<file path="src/rtl/exu_lsu_mem_arb.sv">
// -----------------------------------------------------------------------------
// exu_lsu_mem_arb
//
// Shares the single LSU data-memory port between the load issue path and the
// store drain path. Requesters are served round-robin with exactly one memory
// transaction outstanding at a time. The memory side uses a req/gnt handshake
// for the address phase followed by an rvalid response (read data or write
// ack). Completed loads are sign/zero extended and written back to the RF; all
// completed ops are reported to the ROB. A global flush kills any pending or
// in-flight op so that it never completes nor writes back.
//
// Ports
//   clk, rst_clk                 clock (posedge) and asynchronous active-high reset
//   rtu_global_flush             kill all in-flight / pending LSU work
//   ld_req_*                     load request: vld/rdy, iid, pdst, addr, size, uns
//   st_req_*                     store request: vld/rdy, iid, addr, size, data
//   mem_req/we/addr/size/wdata   memory request channel (held while waiting gnt)
//   mem_gnt                      memory accepted the request this cycle
//   mem_rvalid/mem_rdata         memory response (right-aligned read data)
//   exu_rtu_rob_lsu_complete/iid one-cycle completion pulse to the ROB
//   exu_idu_rf_lsu_wb_*          one-cycle load writeback pulse to the RF
//
// Size encoding: 2'b00 byte, 2'b01 half, 2'b10 word, 2'b11 dword (DW = 64).
// Timing: accept in cycle N, mem_req from N+1, gnt earliest N+1, rvalid
// earliest N+2, completion pulse in N+3 (the FSM is already idle in N+3).
// -----------------------------------------------------------------------------
module exu_lsu_mem_arb #(
  parameter int AW     = 64,
  parameter int DW     = 64,
  parameter int IID_W  = 5,
  parameter int PREG_W = 6
) (
  input  logic              clk,
  input  logic              rst_clk,
  input  logic              rtu_global_flush,

  input  logic              ld_req_vld,
  output logic              ld_req_rdy,
  input  logic [IID_W-1:0]  ld_req_iid,
  input  logic [PREG_W-1:0] ld_req_pdst,
  input  logic [AW-1:0]     ld_req_addr,
  input  logic [1:0]        ld_req_size,
  input  logic              ld_req_uns,

  input  logic              st_req_vld,
  output logic              st_req_rdy,
  input  logic [IID_W-1:0]  st_req_iid,
  input  logic [AW-1:0]     st_req_addr,
  input  logic [1:0]        st_req_size,
  input  logic [DW-1:0]     st_req_data,

  output logic              mem_req,
  output logic              mem_we,
  output logic [AW-1:0]     mem_addr,
  output logic [1:0]        mem_size,
  output logic [DW-1:0]     mem_wdata,
  input  logic              mem_gnt,
  input  logic              mem_rvalid,
  input  logic [DW-1:0]     mem_rdata,

  output logic              exu_rtu_rob_lsu_complete,
  output logic [IID_W-1:0]  exu_rtu_rob_lsu_iid,
  output logic              exu_idu_rf_lsu_wb_vld,
  output logic [PREG_W-1:0] exu_idu_rf_lsu_wb_preg,
  output logic [DW-1:0]     exu_idu_rf_lsu_wb_data
);

  typedef enum logic [1:0] {
    ST_IDLE = 2'b00,
    ST_REQ  = 2'b01,
    ST_WAIT = 2'b10
  } state_e;

  // Sign/zero extend right-aligned load data to the full register width.
  function automatic logic [DW-1:0] load_extend(input logic [DW-1:0] d,
                                                input logic [1:0]    sz,
                                                input logic          uns);
    logic [DW-1:0] r;
    case (sz)
      2'b00:   r = {{(DW-8){~uns & d[7]}},   d[7:0]};
      2'b01:   r = {{(DW-16){~uns & d[15]}}, d[15:0]};
      2'b10:   r = {{(DW-32){~uns & d[31]}}, d[31:0]};
      default: r = d;
    endcase
    return r;
  endfunction

  // Keep only the low bytes a store of the given size actually writes.
  function automatic logic [DW-1:0] store_pad(input logic [DW-1:0] d,
                                              input logic [1:0]    sz);
    logic [DW-1:0] r;
    case (sz)
      2'b00:   r = {{(DW-8){1'b0}},  d[7:0]};
      2'b01:   r = {{(DW-16){1'b0}}, d[15:0]};
      2'b10:   r = {{(DW-32){1'b0}}, d[31:0]};
      default: r = d;
    endcase
    return r;
  endfunction

  state_e              state_q;
  logic                last_st_q;   // 1 = store was granted last, load wins next tie
  logic                kill_q;      // in-flight op was flushed, swallow its response
  logic                we_q;
  logic [AW-1:0]       addr_q;
  logic [1:0]          size_q;
  logic                uns_q;
  logic [DW-1:0]       wdata_q;
  logic [IID_W-1:0]    iid_q;
  logic [PREG_W-1:0]   pdst_q;

  logic                cpl_q;
  logic [IID_W-1:0]    cpl_iid_q;
  logic                wb_vld_q;
  logic [PREG_W-1:0]   wb_preg_q;
  logic [DW-1:0]       wb_data_q;

  logic                ld_win_d;
  logic                st_win_d;
  logic [DW-1:0]       st_wdata_d;
  logic [DW-1:0]       ld_wb_data_d;
  logic                req_phase_d;

  assign st_wdata_d   = store_pad(st_req_data, st_req_size);
  assign ld_wb_data_d = load_extend(mem_rdata, size_q, uns_q);

  // Round-robin winner; only offered while idle and not being flushed.
  always_comb begin
    ld_win_d = 1'b0;
    st_win_d = 1'b0;
    if ((state_q == ST_IDLE) && !rtu_global_flush) begin
      if (ld_req_vld && st_req_vld) begin
        ld_win_d = last_st_q;
        st_win_d = ~last_st_q;
      end else begin
        ld_win_d = ld_req_vld;
        st_win_d = st_req_vld;
      end
    end else begin
      ld_win_d = 1'b0;
      st_win_d = 1'b0;
    end
  end

  assign ld_req_rdy = ld_win_d;
  assign st_req_rdy = st_win_d;

  // Memory request fields come straight from flops and read as zero outside REQ.
  assign req_phase_d = (state_q == ST_REQ);
  assign mem_req     = req_phase_d;
  assign mem_we      = req_phase_d & we_q;
  assign mem_addr    = req_phase_d ? addr_q  : {AW{1'b0}};
  assign mem_size    = req_phase_d ? size_q  : 2'b00;
  assign mem_wdata   = req_phase_d ? wdata_q : {DW{1'b0}};

  assign exu_rtu_rob_lsu_complete = cpl_q;
  assign exu_rtu_rob_lsu_iid      = cpl_iid_q;
  assign exu_idu_rf_lsu_wb_vld    = wb_vld_q;
  assign exu_idu_rf_lsu_wb_preg   = wb_preg_q;
  assign exu_idu_rf_lsu_wb_data   = wb_data_q;

  // Transaction FSM, latched op fields and registered ROB/RF pulses.
  always_ff @(posedge clk or posedge rst_clk) begin
    if (rst_clk) begin
      state_q   <= ST_IDLE;
      last_st_q <= 1'b1;
      kill_q    <= 1'b0;
      we_q      <= 1'b0;
      addr_q    <= {AW{1'b0}};
      size_q    <= 2'b00;
      uns_q     <= 1'b0;
      wdata_q   <= {DW{1'b0}};
      iid_q     <= {IID_W{1'b0}};
      pdst_q    <= {PREG_W{1'b0}};
      cpl_q     <= 1'b0;
      cpl_iid_q <= {IID_W{1'b0}};
      wb_vld_q  <= 1'b0;
      wb_preg_q <= {PREG_W{1'b0}};
      wb_data_q <= {DW{1'b0}};
    end else begin
      // Pulses are single-cycle: cleared unless a response completes below.
      cpl_q     <= 1'b0;
      cpl_iid_q <= {IID_W{1'b0}};
      wb_vld_q  <= 1'b0;
      wb_preg_q <= {PREG_W{1'b0}};
      wb_data_q <= {DW{1'b0}};

      case (state_q)
        ST_IDLE: begin
          kill_q <= 1'b0;
          if (ld_win_d) begin
            we_q      <= 1'b0;
            addr_q    <= ld_req_addr;
            size_q    <= ld_req_size;
            uns_q     <= ld_req_uns;
            wdata_q   <= {DW{1'b0}};
            iid_q     <= ld_req_iid;
            pdst_q    <= ld_req_pdst;
            last_st_q <= 1'b0;
            state_q   <= ST_REQ;
          end else if (st_win_d) begin
            we_q      <= 1'b1;
            addr_q    <= st_req_addr;
            size_q    <= st_req_size;
            uns_q     <= 1'b0;
            wdata_q   <= st_wdata_d;
            iid_q     <= st_req_iid;
            pdst_q    <= {PREG_W{1'b0}};
            last_st_q <= 1'b1;
            state_q   <= ST_REQ;
          end else begin
            state_q <= ST_IDLE;
          end
        end

        ST_REQ: begin
          if (mem_gnt) begin
            // Once granted the memory will respond, so a coincident flush
            // must still wait for rvalid, just silently.
            state_q <= ST_WAIT;
            kill_q  <= rtu_global_flush;
          end else if (rtu_global_flush) begin
            state_q <= ST_IDLE;
            kill_q  <= 1'b0;
          end else begin
            state_q <= ST_REQ;
          end
        end

        ST_WAIT: begin
          if (mem_rvalid) begin
            state_q <= ST_IDLE;
            kill_q  <= 1'b0;
            if (!kill_q && !rtu_global_flush) begin
              cpl_q     <= 1'b1;
              cpl_iid_q <= iid_q;
              if (!we_q) begin
                wb_vld_q  <= 1'b1;
                wb_preg_q <= pdst_q;
                wb_data_q <= ld_wb_data_d;
              end else begin
                wb_vld_q  <= 1'b0;
              end
            end else begin
              cpl_q <= 1'b0;
            end
          end else if (rtu_global_flush) begin
            kill_q <= 1'b1;
          end else begin
            state_q <= ST_WAIT;
          end
        end

        default: begin
          state_q <= ST_IDLE;
          kill_q  <= 1'b0;
        end
      endcase
    end
  end

endmodule

</file>
<file path="config.mk">
export PLATFORM = sky130hd
export DESIGN_NAME = exu_lsu_mem_arb
export DESIGN_NICKNAME = d
export VERILOG_FILES = /design/src/rtl/exu_lsu_mem_arb.sv
export SDC_FILE = /design/constraint.sdc
export NUM_CORES = 1
export LEC_CHECK = 0
export CORE_AREA = 2 2 192 194
export CTS_CLUSTER_SIZE = 20
export DETAILED_ROUTE_END_ITERATION = 7
export DIE_AREA = 0 0 194 196
export DONT_BUFFER_PORTS = 1
export GPL_ROUTABILITY_DRIVEN = 0
export PLACE_DENSITY = 0.51
export SYNTH_ARGS = -nofsm -noshare
export SYNTH_HDL_FRONTEND = slang
export SYNTH_SLANG_ARGS = --single-unit
</file>
<file path="constraint.sdc">
create_clock -name clk -period 21.2 [get_ports clk]
set_input_delay 2.12 -clock clk [delete_from_list [all_inputs] [get_ports clk]]
set_output_delay 2.12 -clock clk [all_outputs]
set_load 0.03 [all_outputs]
</file>
-- After elaboration in Yosys (flattened, before gate mapping)
Cells that the tools add are included.
- logic and storage cells: 94
- register bits after elaboration: 224
- bitwise operators: 6
- multiplexer cells: 53
- reductions and logical operators: 11
- eq/ne operators: 9
- operators with widths (operator ; number):
    64-bit two-way mux ; 10
    64-bit one-hot mux with 3 select lines ; 2
    6-bit two-way mux ; 6
    5-bit two-way mux ; 5
    1-bit two-way mux ; 22
    2-bit two-way mux ; 6
    3-bit != test, second input constant ; 3
    2-bit by 1-bit equality test with 1-bit output, second input constant ; 3
    2-bit equality test, second input constant ; 3
    2-bit zero test ; 3
    2-bit one-hot mux with 3 select lines ; 1
    1-bit AND ; 4
    2-bit AND reduction ; 2
    1-bit logical AND ; 3
    1-bit zero test ; 2
    1-bit inverter ; 2
    1-bit one-hot mux with 2 select lines ; 1
    2-bit nonzero test ; 1

-- Depth between registers and ports, before layout
Gate-level depths: netlist (run 1).
- depth in word-level cells: 7
- depth in mapped cells: 8

-- Worst setup path after synthesis (run 1)
OpenSTA, ideal clock, no wires.
- path kind: input -> output
- start point: in rtu_global_flush
- end point: out st_req_rdy
- stages: 5
- path buffers: 3
- arrival: 3.163 ns
- slack: 15.917 ns
- cell sequence: buf_2 -> nor2b_2 -> buf_4 -> and3_1 -> clkbuf_1
- longest elaborated chain between the ends: 3
- ends and longest elaborated chain (what ; RTL line ; text):
    from (decl) ; 35 ; input logic rtu_global_flush,
    1-bit zero test ; 131 ; if ((state_q == ST_IDLE) && !rtu_global_flush) begin
    1-bit logical AND ; 131 ;
    1-bit two-way mux ; 131 ;
    to (decl) ; 46 ; output logic st_req_rdy,
No other way between the ends.

-- Final worst setup path (run 1)
Same ends and word-level chain as after synthesis.

==> flow_summary_export.csv, run 1 <==
group,metric,value,unit
status,run_status,"complete, no violations",
routing,wirelength,34.7,mm
sta,finClkSkew,0.0190,ns
global_route,grt_overflow_total,0,
floorplanning,rows,70,
clocking,holdBufCountCts,0,
final_layout,final_area,11500,um2
final_layout,area_growth,10.9,%
clocking,cts_root_buf,"clkbuf_16",
placement,placed_cells,1369,
routing,ant_nets,0,
pwr,ir_worst_vdd,0.0645,mV
final_layout,layout-drive-gt1-share,8.55,%
placement,dp_hpwl,23.5,mm
routing,drc,0,
sta,fin_setup_tns,0,ns
clocking,clk_latency,0.54,ns
min_path,min_path_type,"reg -> reg",
clocking,clk_path_buf_depth,3,
setup_path,cp.arrival,3.33,ns
yosys,synth_xor_area_share,0,%
setup_path,r2r_slack,18.33,ns
placement,pre_cts_ws,15.71,ns
yosys,yosysSeqAreaShare,54.2,%
global_route,grt_usage,17.3,%
sta,hold_slack,0.474,ns
yosys,yosysUniqueCellTypes,42,
clocking,cts_setup_buffers,0,
clocking,clock-sinks,224,
sta,fin_crit_sh,25.7,%
pwr,leakage,4.73,nW
placement,place_area,10600,um2
routing,drt-vias-per-instance,5.58,
sta,max-slew-margin-rel,25.6,%
setup_path,rr_endpoint,"addr_q[34]$_DFFE_PP0P_",
sta,slew_violations,0,
yosys,synth_top_family_by_area,"compound AO/OA/AOI/OAI gates",
sta,worst_slack,15.75,ns
floorplanning,die_h,196,um
yosys,synth_compound_area_share,20.1,%
setup_path,crit_type,"in -> out",
setup_path,worstSetupStartpointType,"input port",
sta,tightestPinTransition,1.12,ns
yosys,ys_warn_count,0,
global_route,grt_max_degree,123,
min_path,hp-start,"iid_q[2]$_DFFE_PP0P_",
routing,first_pass_iters,5,
floorplanning,die_area,38000,um2
final_layout,fin_nets,1217,
sta,finalHoldViolCount,0,
clocking,cts_buffers,26,
routing,drt-initial-drc-count,424,
clocking,post_cts_resized,0,
min_path,whs_path_depth,1,
yosys,synth-edff-count,0,
sta,rsz0062_at_grt,"false",
clocking,htreeDepth,1,
yosys,async_reset_ff_share,100,%
floorplanning,io_pins,495,
clocking,cts_tree,"yes",
yosys,synthCells,1004,
yosys,syn_area_per_cell,10.3,um2
global_route,grt_antenna_before_repair,3,
setup_path,r2r_cells,7,
routing,num_vias,7912,
setup_path,required,19.08,ns
floorplanning,die_w,194,um
final_layout,final_util,31.8,%
sta,finalSetupViolCount,0,
job,max_cap_violations,0,
yosys,synth_top_flop_cell,"dfrtp_1",
clocking,cts.clk_slew.worst_paths,0.06,ns
yosys,synth-simple-area-share,19.9,%
yosys,synth.area.mux_share,0.206,%
yosys,syn_area,10300,um2
global_route,grt_pass1_vias,7946,
pwr,total_power,1.36,mW
placement,io_buffers,0,
routing,wire_per_inst,24.5,um
setup_path,cp-end-kind,"primary output",
setup_path,reg2reg_from,"state_q[1]$_DFFE_PP0P_",
floorplanning,initial_core_util,28.7,%
sta,max_freq,183,MHz
min_path,min_to,"exu_rtu_rob_lsu_iid[2]$_DFF_PP0_",
final_layout,stdcell_count,1417,
yosys,syn_nets,1292,
global_route,grt_pass1_wl,51.5,mm
floorplanning,coreArea,36100,um2
sta,fin_crit,5.45,ns
setup_path,cp_max_fo,67,
yosys,synth_seq_cells,224,
pwr,powerDensity,119,nW/um2
yosys,yosys.area_share.adder,0.484,%
[layout make-up]
cell class	instances	area, um2
Tap cell	468	586
Timing Repair Buffer	16	120
Fill cell	3679	24600
Inverter	6	30.0
Clock inverter	10	134
Multi-Input combinational cell	655	4250
Clock buffer	36	739
Antenna cell	2	5.00
Sequential cell	224	5610
[placed cells by master (no fill, tap or decap), types with 10 or more instances in the layout]
cell type / synthesis / final
a22o_1: 39 / 39
clkbuf_16: 0 / 27
a211oi_2: 10 / 10
buf_4: 2 / 16
nand3_1: 70 / 70
nand2_1: 19 / 19
a32o_1: 32 / 32
and2_1: 151 / 151
nand4_1: 69 / 69
a211oi_1: 22 / 22
dfrtp_1: 223 / 223
nor2_1: 34 / 33
o21ai_0: 79 / 79
a21oi_1: 27 / 27
o211ai_1: 70 / 70
[power breakdown]
part	leakage, nW	internal (mW)	total [mW]	switching, mW
clock network	0.424	0.279	0.461	0.182
logic	1.36	0.0951	0.331	0.236
registers	2.94	0.510	0.568	0.0584
[state kept, by name (all words and copies together) (netlist names)]
signal                    count
last_st_q                     1
exu_rtu_rob_lsu_iid           5
exu_idu_rf_lsu_wb_preg        6
kill_q                        1
state_q                       2
uns_q                         1
exu_idu_rf_lsu_wb_vld         1
pdst_q                        6
we_q                          1
size_q                        2
iid_q                         5
exu_rtu_rob_lsu_complete      1
wdata_q                      64
addr_q                       64
exu_idu_rf_lsu_wb_data       64
[metal layers]
metal  vias up  GRT usage [%]  routed length, um
met5         -              0                 13
met4         2           5.25                873
met3        57           4.92               3070
met2       409           29.5              17400
met1      3924           21.2              13300
li1       3520              -                  -
[Yosys cell counts, types with 27 or more instances]
master | count | area [um2]
buf_2 | 33 | 165
o21ai_0 | 79 | 395
nand3_1 | 70 | 350
and2_1 | 151 | 945
a32o_1 | 32 | 320
dfrtp_1 | 223 | 5580
a21oi_1 | 27 | 135
o211ai_1 | 70 | 526
nor2_1 | 34 | 128
nand4_1 | 69 | 432
a22o_1 | 39 | 342
clkbuf_1 | 75 | 282
[cells by family (layout without fill, tap and decap cells)]
group	Yosys count	count (layout)
AO/OA/AOI/OAI	288	288
adder cells (fa/ha/maj)	4	4
buffers and inverters	125	68
flip-flops	224	224
multiplexers	2	2
other	0	2
AND/OR/NAND/NOR	361	361
[worst max-delay path: stages]
cell     delay (ns)
nor2b_4        0.10
buf_4          0.55
and3_1         0.29
buf_4          0.25
[how the worst max path moves through the flow]
stage	startpoint	to	slack (ns)	cells after the start
floorplan	rst_clk	addr_q[0]$_DFFE_PP0P_	12.95	1
global placement	rtu_global_flush	st_req_rdy	15.72	4
detailed placement	rtu_global_flush	st_req_rdy	15.71	4
CTS	rtu_global_flush	st_req_rdy	15.71	4
global route	rtu_global_flush	st_req_rdy	15.63	4
finish	rtu_global_flush	st_req_rdy	15.75	4
Power figures use the tool's default switching activity.
==> inputs of run 2 (changes only) <==
Settings changed: CORE_AREA 2 2 192 194 to 2 2 190 192, DIE_AREA 0 0 194 196 to 0 0 192 194, PLACE_DENSITY 0.51 to 0.53.
Clock period 21.2 ns to 4.5 ns, I/O delays scaled along.
==> flow_summary_export.csv, run 2 (synthesis results as in run 1) <==
group,metric,value,unit
floorplanning,coreArea,35200,um2
placement,dp_hpwl,23.7,mm
final_layout,fillerInstances,3575,
floorplanning,rows,69,
clocking,clock-sinks,224,
clocking,cts_setup_buffers,0,
pwr,leakage,4.73,nW
floorplanning,die_w,192,um
final_layout,final_util,32.6,%
min_path,hp-start,"rtu_global_flush",
global_route,grt_antenna_before_repair,5,
sta,fin_crit,3.12,ns
pwr,powerDensity,557,nW/um2
sta,max_freq,320,MHz
setup_path,crit_type,"reg -> out",
final_layout,layout_commonest_cell,"dfrtp_1",
status,run_status,"complete, no violations",
floorplanning,die_area,37200,um2
global_route,grt_usage,17.8,%
routing,wirelength,34.8,mm
setup_path,cp_max_fo,106,
setup_path,cp.arrival,2.67,ns
sta,finalSetupViolCount,0,
clocking,clk_path_buf_depth,3,
setup_path,rr_endpoint,"addr_q[53]$_DFFE_PP0P_",
pwr,ir_worst_vdd,0.298,mV
min_path,whs_path_depth,1,
sta,fin_setup_tns,0,ns
clocking,clk_latency,0.53,ns
sta,finalHoldViolCount,0,
clocking,cts.clk_slew.worst_paths,0.06,ns
clocking,cts_root_buf,"clkbuf_16",
placement,io_buffers,0,
clocking,cts_tree,"yes",
setup_path,worstSetupStartpointType,"flip-flop",
floorplanning,initial_core_util,29.4,%
setup_path,r2r_slack,2.13,ns
setup_path,reg2reg_from,"state_q[1]$_DFFE_PP0P_",
clocking,holdBufCountCts,2,
setup_path,cp-end-kind,"primary output",
routing,drc,0,
job,max_cap_violations,0,
sta,slew_violations,0,
clocking,post_cts_resized,0,
setup_path,required,4.05,ns
final_layout,fin_nets,1219,
sta,max-slew-margin-rel,21.2,%
global_route,grt_pass1_wl,51.5,mm
routing,ant_nets,0,
floorplanning,io_pins,495,
sta,rsz0062_at_grt,"false",
routing,first_pass_iters,5,
routing,drt-vias-per-instance,5.64,
pwr,total_power,6.41,mW
global_route,grt_max_degree,107,
routing,wire_per_inst,24.6,um
floorplanning,die_h,194,um
global_route,grt_pass1_vias,8019,
min_path,min_to,"state_q[0]$_DFFE_PP0P_",
global_route,grt_overflow_total,0,
routing,drt-initial-drc-count,527,
routing,num_vias,7976,
sta,finClkSkew,0.0227,ns
clocking,cts_buffers,25,
min_path,min_path_type,"in -> reg",
final_layout,layout_common_cells,"dfrtp_1, and2_1, o21ai_0",
final_layout,area_growth,11.2,%
sta,fin_crit_sh,69.4,%
setup_path,r2r_cells,5,
final_layout,layout-drive-gt1-share,8.42,%
clocking,htreeDepth,1,
sta,tightestPinTransition,1.18,ns
[run 2: through the flow]
stage          setup WS, ns  instances  hold slack, ns  area [um2]
6_report               1.38       1415          0.0402       11500
4_1_cts                1.35       1411          0.0105       11500
2_1_floorplan          1.13       1004           0.446       10300
3_5_place_dp           1.91       1363           0.305       10600
5_1_grt                1.20       1415          0.0198       11500
3_3_place_gp           1.93       1363           0.307       10600
[run 2: power breakdown]
group          internal (mW)  switching, mW
Sequential              2.40          0.268
Clock                   1.33          0.837
Combinational          0.451           1.12
[run 2: how the worst max path moves through the flow]
stage                                       from               endpoint  slack, ns  cells after the start
final                     state_q[1]$_DFFE_PP0P_           mem_addr[34]       1.38                      4
after floorplan                          rst_clk  addr_q[0]$_DFFE_PP0P_       1.13                      1
after global routing      state_q[1]$_DFFE_PP0P_           mem_addr[34]       1.20                      4
after CTS                 state_q[1]$_DFFE_PP0P_           mem_addr[34]       1.35                      4
after detailed placement  state_q[1]$_DFFE_PP0P_           mem_addr[34]       1.91                      4
after global placement    state_q[1]$_DFFE_PP0P_           mem_addr[33]       1.93                      4
[run 2: cell type report]
class | instances | area [um2] | share of cell area [%]
sequential | 224 | 5610 | 48.8
antenna | 4 | 10.0 | 0.0871
inverter | 6 | 26.3 | 0.229
clock buffer | 34 | 669 | 5.82
timing repair buffer | 19 | 160 | 1.39
clock inverter | 12 | 196 | 1.71
tap | 461 | 577 | 5.02
multi-input combinational | 655 | 4250 | 37.0
[run 2: worst max-delay path: stages, from the launching register on]
cell and delay [ns]:
dfrtp_1 0.39, inv_1 0.13, ha_4 0.81, buf_4 0.35
and2_1 0.35
[run 2: per-layer routing]
metal  vias up  track usage [%]  wire length, um
li1       3520                -                -
met1      3983             22.0            13400
met2       409             30.0            17200
met3        64             4.31             3100
met4         0             6.64             1070
met5         -                0                0
